--- src/rtl/srambank_ctrl_64x4x16.sv ---
// ---------------------------------------------------------------------------
// srambank_ctrl_64x4x16
// Single-bank SRAM controller. Requests are registered onto the bank pins the
// cycle after acceptance. Read data comes back through a two-stage tag
// pipeline (issue, capture) into a small response FIFO. A credit counter
// covering the pipeline and the FIFO gates req_ready, so the FIFO can never
// overflow.
//
// Ports
//   clk, rst_n                      clock, async active-low reset
//   req_valid/req_ready             request handshake
//   req_write, req_addr, req_wdata  request payload (1 = write)
//   rsp_valid/rsp_ready, rsp_rdata  in-order read responses
//   ADDRESS, wd, banksel, read, write  registered bank drive
//   dataout                         bank read data (one cycle after sample)
// ---------------------------------------------------------------------------
module srambank_ctrl_64x4x16 #(
    parameter int unsigned AW        = 8,
    parameter int unsigned DW        = 16,
    parameter int unsigned RSP_DEPTH = 4
) (
    input  logic          clk,
    input  logic          rst_n,
    input  logic          req_valid,
    output logic          req_ready,
    input  logic          req_write,
    input  logic [AW-1:0] req_addr,
    input  logic [DW-1:0] req_wdata,
    output logic          rsp_valid,
    input  logic          rsp_ready,
    output logic [DW-1:0] rsp_rdata,
    output logic [AW-1:0] ADDRESS,
    output logic [DW-1:0] wd,
    output logic          banksel,
    output logic          read,
    output logic          write,
    input  logic [DW-1:0] dataout
);

    localparam int unsigned PW = (RSP_DEPTH > 1) ? $clog2(RSP_DEPTH) : 1;
    localparam int unsigned CW = $clog2(RSP_DEPTH + 1);

    // The 'read' output doubles as the issue-stage tag; cap_q is the capture stage.
    logic          cap_q;
    logic [DW-1:0] fifo_mem [RSP_DEPTH];
    logic [PW-1:0] wr_ptr_q, rd_ptr_q;
    logic [CW-1:0] count_q, credits_q;

    logic          accept_c, rd_accept_c, push_c, pop_c;
    logic [PW-1:0] wr_ptr_n, rd_ptr_n;
    logic [CW-1:0] count_n, credits_n;
    logic [DW-1:0] head_n;
    logic          ready_n;

    // Handshake decode
    always_comb begin
        accept_c    = req_valid & req_ready;
        rd_accept_c = accept_c & ~req_write;
        push_c      = cap_q;
        pop_c       = rsp_valid & rsp_ready;
    end

    // Next-state for credits, FIFO pointers/occupancy and registered head
    always_comb begin
        credits_n = credits_q;
        count_n   = count_q;
        wr_ptr_n  = wr_ptr_q + PW'(push_c);
        rd_ptr_n  = rd_ptr_q + PW'(pop_c);
        head_n    = fifo_mem[rd_ptr_n];
        ready_n   = 1'b1;

        case ({rd_accept_c, pop_c})
            2'b10:   credits_n = credits_q + CW'(1);
            2'b01:   credits_n = credits_q - CW'(1);
            default: credits_n = credits_q;
        endcase

        case ({push_c, pop_c})
            2'b10:   count_n = count_q + CW'(1);
            2'b01:   count_n = count_q - CW'(1);
            default: count_n = count_q;
        endcase

        // The entry being written this edge becomes the new head when the
        // FIFO is otherwise empty after the pop; memory still holds old data.
        if (push_c && (wr_ptr_q == rd_ptr_n)) begin
            head_n = dataout;
        end

        ready_n = (credits_n < CW'(RSP_DEPTH));
    end

    // Bank drive and tag pipeline
    always_ff @(posedge clk or negedge rst_n) begin
        if (!rst_n) begin
            ADDRESS <= '0;
            wd      <= '0;
            banksel <= 1'b0;
            read    <= 1'b0;
            write   <= 1'b0;
            cap_q   <= 1'b0;
        end else begin
            if (accept_c) begin
                ADDRESS <= req_addr;
                wd      <= req_wdata;
            end
            banksel <= accept_c;
            read    <= rd_accept_c;
            write   <= accept_c & req_write;
            cap_q   <= read;
        end
    end

    // Response FIFO, credits and registered response/ready outputs
    always_ff @(posedge clk or negedge rst_n) begin
        if (!rst_n) begin
            for (int i = 0; i < int'(RSP_DEPTH); i++) begin
                fifo_mem[i] <= '0;
            end
            wr_ptr_q  <= '0;
            rd_ptr_q  <= '0;
            count_q   <= '0;
            credits_q <= '0;
            rsp_valid <= 1'b0;
            rsp_rdata <= '0;
            req_ready <= 1'b1;
        end else begin
            if (push_c) begin
                fifo_mem[wr_ptr_q] <= dataout;
            end
            wr_ptr_q  <= wr_ptr_n;
            rd_ptr_q  <= rd_ptr_n;
            count_q   <= count_n;
            credits_q <= credits_n;
            rsp_valid <= (count_n != '0);
            rsp_rdata <= head_n;
            req_ready <= ready_n;
        end
    end

endmodule
--- config.mk ---
export PLATFORM = sky130hd
export DESIGN_NAME = srambank_ctrl_64x4x16
export DESIGN_NICKNAME = d
export VERILOG_FILES = /design/src/rtl/srambank_ctrl_64x4x16.sv
export SDC_FILE = /design/constraint.sdc
export NUM_CORES = 1
export LEC_CHECK = 0
export CORE_UTILIZATION = 45
export CTS_CLUSTER_DIAMETER = 40
export CTS_CLUSTER_SIZE = 12
export DETAILED_ROUTE_END_ITERATION = 7
export GPL_ROUTABILITY_DRIVEN = 0
export PLACE_DENSITY = 0.74
export SYNTH_ARGS = -nofsm -noshare
export SYNTH_HDL_FRONTEND = slang
export SYNTH_SLANG_ARGS = --single-unit
export TNS_END_PERCENT = 10
--- constraint.sdc ---
create_clock -name clk -period 2.85 [get_ports clk]
set_input_delay 0.855 -clock clk [delete_from_list [all_inputs] [get_ports clk]]
set_output_delay 0.855 -clock clk [all_outputs]
set_load 0.01 [all_outputs]
==> reports/results.tsv <==
stage	metric	value	unit
place	place_area	6181	um2
clocking	clk_pin_slew	0.06	ns
setup_path	critPathKind	reg -> out	
setup_path	slowest_delay	0.56	ns
run_status	status	complete, but fails checks	
logic_synthesis	yosys_warnings	0	
place	dp_hpwl	6391	um
pwr	p_per_area	1253	nW/um2
logic_synthesis	yosysSeqAreaShare	59.94	%
clocking	postCtsResizedCells	0	
sta	tns	0	ns
job	maxCapViolCount	0	
place	dp.cells	527	
floorplan	io_pins	90	
route	wire_per_inst	17.39	um
floorplan	initial_core_util	46.24	%
clocking	hold_buffers	0	
sta	drv_slew	0	
clocking	root_buffer	clkbuf_8	
logic_synthesis	ys_top_cells_by_count	dfrtp_1 (119), mux2_2 (96), mux4_2 (12)	
logic_synthesis	ys_ff_latch	120	
sta	post-route-period-util	86.39	%
setup_path	endpoint_kind	primary output	
grt	antenna_found_initial	0	
pwr	max-vdd-ir-drop	0.6542	mV
grt	gr-total-overflow	0	
grt	grt.total_usage	19.33	%
grt	grt_pass1_wl	16370	um
grt	grt.met3_usage	7.627	%
setup_path	path_cells	clkdlybuf4s50_1	
pwr	p_leak	2.916	nW
logic_synthesis	synthMostInstantiatedCell	dfrtp_1	
grt	top_usage_layer	met2	
min_path	hp-class	in -> async	
grt	grt_start_max_net_pins	84	
setup_path	crit_arrival	1.61	ns
logic_synthesis	async_flop_share	100.0	%
route	drcViolationCount	1	
route	antenna_left	0	
finish	post_route_cells_drive_above_1_share	41.05	%
floorplan	die_x	107.5	um
place	place_ws	-0.1025	ns
route	vias	2867	
logic_synthesis	synth_area	5012	um2
setup_path	cp_top_family	buffers and inverters	
sta	fin_skew	0.005928	ns
finish	fin_area	6805	um2
place	port_buffers	89	
finish	fin_nets	455	
setup_path	path_buf_inv	1	
floorplan	die_area	11560	um2
clocking	htreeDepth	4	
run_status	violations	design-rule violations	
clocking	postCtsSetupBuffers	0	
route	drt_iter0_drc	67	
finish	num_antenna_cells	0	
floorplan	core_area	10840	um2
clocking	cts_sinks	120	
grt	met2_usage	30.95	%
logic_synthesis	synth_area_per_cell	17.11	um2
grt	grtUsageMet1	23.02	%
finish	stdcell_count	559	
route	viasPerCell	5.129	
logic_synthesis	synth_edf_count	0	
logic_synthesis	yosysTopAreaCell	dfrtp_1	
clocking	clockBufferDepth	2	
sta	rsz0062_at_grt	false	
logic_synthesis	synth_nets	342	
sta	worst_pin_slew	0.4391	ns
route	dr.pass1.iters	6	
logic_synthesis	netlist_instances	293	
clocking	cts_buffers	17	
grt	grt_pass1_vias	3258	
setup_path	cp-start-kind	register	
sta	fin_ws	0.3878	ns
clocking	worst_skew_pair.late_latency	0.51	ns
sta	period_minus_slack	2.462	ns
logic_synthesis	synth_area_leaders	dfrtp_1 (59%), mux2_2 (22%), mux4_2 (5.4%), mux2_4 (3.0%), mux4_1 (2.1%)	
logic_synthesis	synth-main-ff-cell	dfrtp_1	
sta	hold_violations	0	
setup_path	cp.required	2.00	ns
setup_path	cpMaxStageDelayCell	clkdlybuf4s50_1	
logic_synthesis	ys_types	28	
sta	clock.fmax	0.4061	GHz
clocking	tritoncts	yes	
sta	slew_headroom	70.73	%
finish	area_growth	35.77	%
floorplan	fp.dieH	107.5	um
logic_synthesis	synth_top_area_share	59.41	%
setup_path	cp_max_fo	3	
sta	setup_viol	0	
floorplan	row_count	38	
route	routed_wl	9723	um
[state kept, by name (all words and copies together), names as in the netlist, 2 cells and up, named ones only]
name and cells:
count_q 3, wd 16, credits_q 2, fifo_mem 64, rd_ptr_q 2, ADDRESS 8
wr_ptr_q 2, rsp_rdata 16
[report_power, final]
part           internal [W]  leakage [nW]  switching [W]
registers           0.00259          1.41       0.000449
clock network       0.00150         0.302       0.000748
logic               0.00213          1.20        0.00111
total               0.00622          2.92        0.00230
[worst reg2reg max path: cells and delay by family (launching register included)]
kind	cells	cell delay (ns)
flip-flops	1	0.39
multiplexers	2	0.77
AND/OR/NAND/NOR	1	0.10
buffers and inverters	2	0.29
adder cells (fa/ha/maj)	1	0.37
[final timing paths]
kind,startpoint,to,slack (ns),cells after the start
max,req_ready,req_ready,0.39,1
min,rst_n,fifo_mem[41],0.14,1
max reg2reg,rsp_valid,rsp_rdata[0],0.80,6
min reg2reg,read,cap_q,0.40,0
max in group asynchronous,rst_n,req_ready,2.08,2
min in group clk,read,cap_q,0.40,0
[stage by stage]
stage	util, %	power [W]	hold WS [ns]
after floorplan	-	0.005071	0.4160
after global placement	57.02	0.006169	0.3637
after detailed placement	57.02	0.006321	0.3757
after CTS	62.78	0.008639	0.1141
after global routing	62.78	0.009028	0.1118
final	62.78	0.008526	0.1393
[cell usage in the layout, fill, tap and decap left out, types with 5 or more instances in the layout]
cell type,count
mux4_2,12
mux2_2,96
bufinv_16,5
xnor2_1,5
clkdlybuf4s50_1,88
clkbuf_16,16
dfrtp_1,119
buf_4,16
mux2_4,10
[routing by layer]
metal	vias up	share of wire, %
met4	0	1.5
li1	1290	-
met5	-	0
met1	1474	41
met2	90	49
met3	13	7.8
[kinds of logic after synthesis]
kind of cell	count (synthesis)	synth area share [%]
and+or+nand+nor	17	2.222
buffers and inverters	16	1.573
xor gates and xnor gates	11	2.446
adders and majority gates	4	1.298
AOI/OAI and AO/OA	2	0.2747
muxes	123	32.25
DFF	120	59.94
[cell type report]
cell class / count / area, um2
clock buffers: 19 / 421.7
clock inverters: 13 / 202.7
fillers: 808 / 4035
inverters: 3 / 11.26
multi-input cells: 157 / 1929
flip-flops and latches: 120 / 3004
well taps: 140 / 175.2
repair buffers: 107 / 1061
No activity file was read; power rests on OpenSTA's default activity.
